## config.mk

```make
export PLATFORM = sky130hd
export DESIGN_NAME = uart_rx_byte
export DESIGN_NICKNAME = d
export VERILOG_FILES = /design/src/rtl/uart_rx_byte.sv
export SDC_FILE = /design/constraint.sdc
export NUM_CORES = 1
export LEC_CHECK = 0
export ABC_AREA = 1
export BUFFER_PORTS_ARGS = -buffer_cell sky130_fd_sc_hd__buf_2
export CAP_MARGIN = 20
export CELL_PAD_IN_SITES_DETAIL_PLACEMENT = 0
export CELL_PAD_IN_SITES_GLOBAL_PLACEMENT = 1
export CORE_MARGIN = 1.5
export CORE_UTILIZATION = 48
export CTS_CLUSTER_DIAMETER = 50
export DETAILED_ROUTE_END_ITERATION = 6
export PLACE_DENSITY_LB_ADDON = 0.15
export REMOVE_ABC_BUFFERS = 1
export SKIP_LAST_GASP = 1
export SLEW_MARGIN = 40
export SYNTH_ARGS = -nofsm -noshare
export SYNTH_HDL_FRONTEND = slang
export SYNTH_SLANG_ARGS = --single-unit
```

## constraint.sdc

```tcl
create_clock -name clk -period 3.3 [get_ports clk]
set_input_delay 0.495 -clock clk [delete_from_list [all_inputs] [get_ports clk]]
set_output_delay 0.495 -clock clk [all_outputs]
set_load 0.005 [all_outputs]
```

## src/rtl/uart_rx_byte.sv

```systemverilog
// uart_rx_byte: 8N1 UART receiver, LSB first, single sample per bit.
// Ports: clk, rst_n (async low), rxd (serial in, idle high),
//   rx_data (last good byte, held), rx_done (1-cycle strobe with
//   rx_data update), frame_err (1-cycle strobe on low stop bit),
//   busy (FSM not idle).
`timescale 1ns/1ps
module uart_rx_byte #(
  parameter int CLK_FREQ = 50_000_000,
  parameter int BAUD     = 9600
) (
  input  logic       clk,
  input  logic       rst_n,
  input  logic       rxd,
  output logic [7:0] rx_data,
  output logic       rx_done,
  output logic       frame_err,
  output logic       busy
);

  localparam int BAUD_CNT = CLK_FREQ / BAUD;
  localparam int HALF_CNT = BAUD_CNT / 2;
  localparam int CW = $clog2(BAUD_CNT + 1);

  localparam logic [CW-1:0] C_LAST = CW'(BAUD_CNT - 1);
  localparam logic [CW-1:0] C_HALF = CW'(HALF_CNT - 1);
  localparam logic [CW-1:0] C_ONE  = CW'(1);

  localparam logic [2:0] S_IDLE  = 3'd0;
  localparam logic [2:0] S_START = 3'd1;
  localparam logic [2:0] S_DATA  = 3'd2;
  localparam logic [2:0] S_STOP  = 3'd3;
  localparam logic [2:0] S_WAIT  = 3'd4;

  logic [2:0]    r_state;
  logic [CW-1:0] r_cnt;
  logic [2:0]    r_bit;
  logic [7:0]    r_shift;
  logic [7:0]    r_data;
  logic          r_done;
  logic          r_ferr;
  logic          r_sync1;
  logic          r_sync2;
  logic          r_prev;

  logic w_fall;
  logic w_tick;

  // Edge registers reset to 0, so a line low through reset
  // never looks like a start edge.
  assign w_fall = r_prev & ~r_sync2;
  assign w_tick = (r_cnt == C_LAST);

  always_ff @(posedge clk or negedge rst_n) begin
    if (!rst_n) begin
      r_sync1 <= 1'b0;
      r_sync2 <= 1'b0;
      r_prev  <= 1'b0;
    end else begin
      r_sync1 <= rxd;
      r_sync2 <= r_sync1;
      r_prev  <= r_sync2;
    end
  end

  always_ff @(posedge clk or negedge rst_n) begin
    if (!rst_n) begin
      r_state <= S_IDLE;
      r_cnt   <= '0;
      r_bit   <= '0;
      r_shift <= '0;
      r_data  <= '0;
      r_done  <= 1'b0;
      r_ferr  <= 1'b0;
    end else begin
      r_done <= 1'b0;
      r_ferr <= 1'b0;
      case (r_state)
        S_IDLE: begin
          r_bit <= '0;
          if (w_fall) begin
            r_state <= S_START;
            r_cnt   <= '0;
          end
        end
        // Counter restarts at mid start bit so later
        // samples fall on full-bit wraps.
        S_START: begin
          if (r_cnt == C_HALF) begin
            r_cnt <= '0;
            if (r_sync2) begin
              r_state <= S_IDLE;
            end else begin
              r_state <= S_DATA;
              r_bit   <= '0;
            end
          end else begin
            r_cnt <= r_cnt + C_ONE;
          end
        end
        S_DATA: begin
          r_cnt <= w_tick ? '0 : r_cnt + C_ONE;
          if (w_tick) begin
            r_shift <= {r_sync2, r_shift[7:1]};
            if (r_bit == 3'd7) begin
              r_state <= S_STOP;
            end else begin
              r_bit <= r_bit + 3'd1;
            end
          end
        end
        S_STOP: begin
          r_cnt <= w_tick ? '0 : r_cnt + C_ONE;
          if (w_tick) begin
            if (r_sync2) begin
              r_data  <= r_shift;
              r_done  <= 1'b1;
              r_state <= S_IDLE;
            end else begin
              r_ferr  <= 1'b1;
              r_state <= S_WAIT;
            end
          end
        end
        // Hold off until the line recovers so a break
        // cannot start a new frame.
        S_WAIT: begin
          if (r_sync2) r_state <= S_IDLE;
        end
        default: r_state <= S_IDLE;
      endcase
    end
  end

  assign rx_data   = r_data;
  assign rx_done   = r_done;
  assign frame_err = r_ferr;
  assign busy      = (r_state != S_IDLE);

endmodule
```

==> run summary <==
Max-slew violations -> 0
Sw Share -> 36.55%
Worst Setup Path Type -> flop to flop
WL/cell -> 12.44 um
Vias per cell -> 5.083
Post-route clock period utilization -> 52.76%
Top Ports -> 14
P_leak -> 0.001230 uW
Post-CTS Hold Buffers -> 0
Worst-margin pin slew -> 0.4967 ns
Startpoint class of the critical path -> flop
Min-Delay Path Class -> input port to async pin
DRT iter0 DRCs -> 159
Max incr delay on CP -> 0.41 ns
Critical Path RT -> 3.48 ns
Post-Synthesis Cells -> 282
Mean Syn Cell Area -> 7.694 sq um
Setup_tns -> 0 ns
Normalized max-slew margin -> 66.89%
Peak VDD IR -> 0.4554 mV
CTS root buffer -> clkbuf_8
Synth area leader -> dfrtp_1
FF-to-FF setup slack -> 1.56 ns
Synth Cell Area -> 2170 sq um
Die height -> 70.23 um
Post-synth top cells -> nand2_1, dfrtp_1, inv_1, nand3_1, nor2_1
Port Buffers -> 13
Metal-1 WL -> 2272 um
Status -> complete, no violations
Core footprint -> 4354 sq um
Switch Pwr -> 496.1 uW
Wire length on met2 -> 1930 um
Fin nets -> 303
Total CTS buffers -> 5
Number of fill cells -> 421
Unrepaired setup endpoints after global routing -> false
Wire length of the first global-routing pass -> 7617 um
Total gr overflow -> 0
Skew final -> 0.007221 ns
Clock-pin slew on the worst setup and hold paths -> 0.08 ns
Distinct cells, synth -> 23
Number of antenna violations at the first check in global routing -> 0
Max cap viols -> 0
Die area -> 4932 sq um
FF/Latch Area -> 1001 sq um
Area delta synth->final -> 9.169%
Post-route antenna net violation count -> 0
Share of power burned in registers -> 42.7%
Slowest CP cell -> dfrtp_1
Primary FF master, synth -> dfrtp_1
WL final -> 4354 um
H-Tree Level Count -> 2
Clock sink count -> 40
Internal power -> 861.1 uW
Total setup buffers inserted after CTS -> 0
Top-area cell type share of the netlist area -> 46.14%
Residual DRC -> 0
Setup Viol. Count Final -> 0
FMAX -> 0.5743 GHz
Highest Signal Layer -> met4
YS warnings -> 0
Asr flop ratio synth -> 100.0%
EDFF count, synth -> 0
Share of total power in the clock network -> 29.9%
Final GP Congestion -> 0.9008
Vias in the first global route -> 1,648
Clock Latency Late Sink -> 0.29 ns
Clk buf depth -> 2
Multi-input combinational cell area -> 991.0 sq um
CTS-repair resized insts -> 0
Path depth of the worst reg2reg path -> 8
Final antenna diode count -> 0
Die W -> 70.23 um
Most common cell in the netlist -> nand2_1
GRT Util Overall -> 19.27%
CP endpoint kind -> flop
Row count -> 24
Synth Register Bits -> 40
Vias -> 1,779
Minimum clock period -> 1.741 ns
Critical path data arrival time -> 1.92 ns
Sequential element share of the synthesized area -> 46.14%
Crit Path Max Fanout -> 12
Largest net degree at the start of global routing -> 41
Cell Chain, Critical Path -> ha_1 > nand2_2 > nor2_1 > nand3_2 > nor2_4 > inv_2 > nand2_1 > o21ai_1
Post-DP HPWL -> 3153 um
Power per cell area -> 573.0 nW/um^2
First drt pass iteration count -> 4
Initial Util -> 49.83%
CTS tree -> done
Fin. Hold Viols -> 0
Layout cells sized above 1 -> 14.77%
Synth top area cells -> dfrtp_1, nand2_1, nand3_1, inv_1, nor2_1
Logic pwr share -> 27.4%
WL met3 -> 134 um
Hold_ws -> 0.1639 ns
-- final cells by class --
cell class              count  area share (%)
well taps                  52           2.747
inverters                  34           5.388
flip-flops and latches     40           42.26
clock buffers               5           2.905
multi-input cells         203           41.84
repair buffers             13           2.853
clock inverters             3           2.007
-- kinds of logic after synthesis --
kind of cell	Yosys count	synth area share, %
DFF	40	46.14
xor gates and xnor gates	2	0.8075
buffers and inverters	39	8.189
and+or+nand+nor	175	36.74
adders and majority gates	3	1.730
AOI/OAI and AO/OA	23	6.401
-- layer usage --
| metal | GRT usage, % | vias to the layer above |
|---|---|---|
| met5 | 0 | - |
| met4 | 3.846 | 0 |
| met3 | 4.040 | 2 |
| met2 | 29.04 | 24 |
| met1 | 28.85 | 826 |
| li1 | - | 927 |
-- final timing paths --
check                        endpoint     start
min                          r_cnt[6]     rst_n
min in group clk              r_sync1       rxd
max reg2reg                r_shift[7]  r_cnt[0]
max                        r_shift[7]  r_cnt[0]
max in group asynchronous    r_bit[1]     rst_n
min reg2reg                   r_sync2   r_sync1
-- through the flow --
| stage | power [uW] | worst slack, ns | utilization [%] | cell area (sq um) | cells |
|---|---|---|---|---|---|
| 5_1_grt | 1444 | 1.396 | 54.40 | 2369 | 350 |
| 6_report | 1357 | 1.559 | 54.40 | 2369 | 350 |
| 3_5_place_dp | 962.6 | 1.552 | 51.72 | 2252 | 342 |
| 4_1_cts | 1372 | 1.546 | 54.40 | 2369 | 350 |
| 3_3_place_gp | 962.5 | 1.545 | 51.67 | 2250 | 342 |
| 2_1_floorplan | 855.9 | 1.819 | - | 2120 | 277 |
-- registers in the layout (all words and copies together), names as in the netlist --
register   count
r_cnt         13
r_shift        8
rx_data        8
r_bit          3
r_state        3
frame_err      1
r_prev         1
r_sync1        1
r_sync2        1
rx_done        1
-- layout by cell type, fill, tap and decap left out, types with 5 or more instances in the layout --
cell type	synthesis	routed
nor2_1	22	22
clkbuf_8	0	5
buf_2	1	12
o21ai_2	5	5
nand2_1	95	95
nand2_2	7	7
o21ai_0	13	13
dfrtp_1	40	40
nand4_1	10	10
inv_1	31	31
nand3_1	26	26
nor3_1	6	6
-- power groups by stage --
stage	logic [uW]	registers (uW)	clock network (uW)
after floorplan	277	579	0
after global placement	376	587	0
after detailed placement	376	587	0
after CTS	375	579	418
after global routing	426	583	435
final	372	580	406
-- critical path, delay by kind of cell (launching register included) --
| kind | cells | cell delay (ns) |
|---|---|---|
| fa+ha+maj | 1 | 0.29 |
| simple gates | 5 | 0.77 |
| flops | 1 | 0.41 |
| compound gates | 1 | 0.06 |
| buf+inv | 1 | 0.10 |
Power figures use the tool's default switching activity.
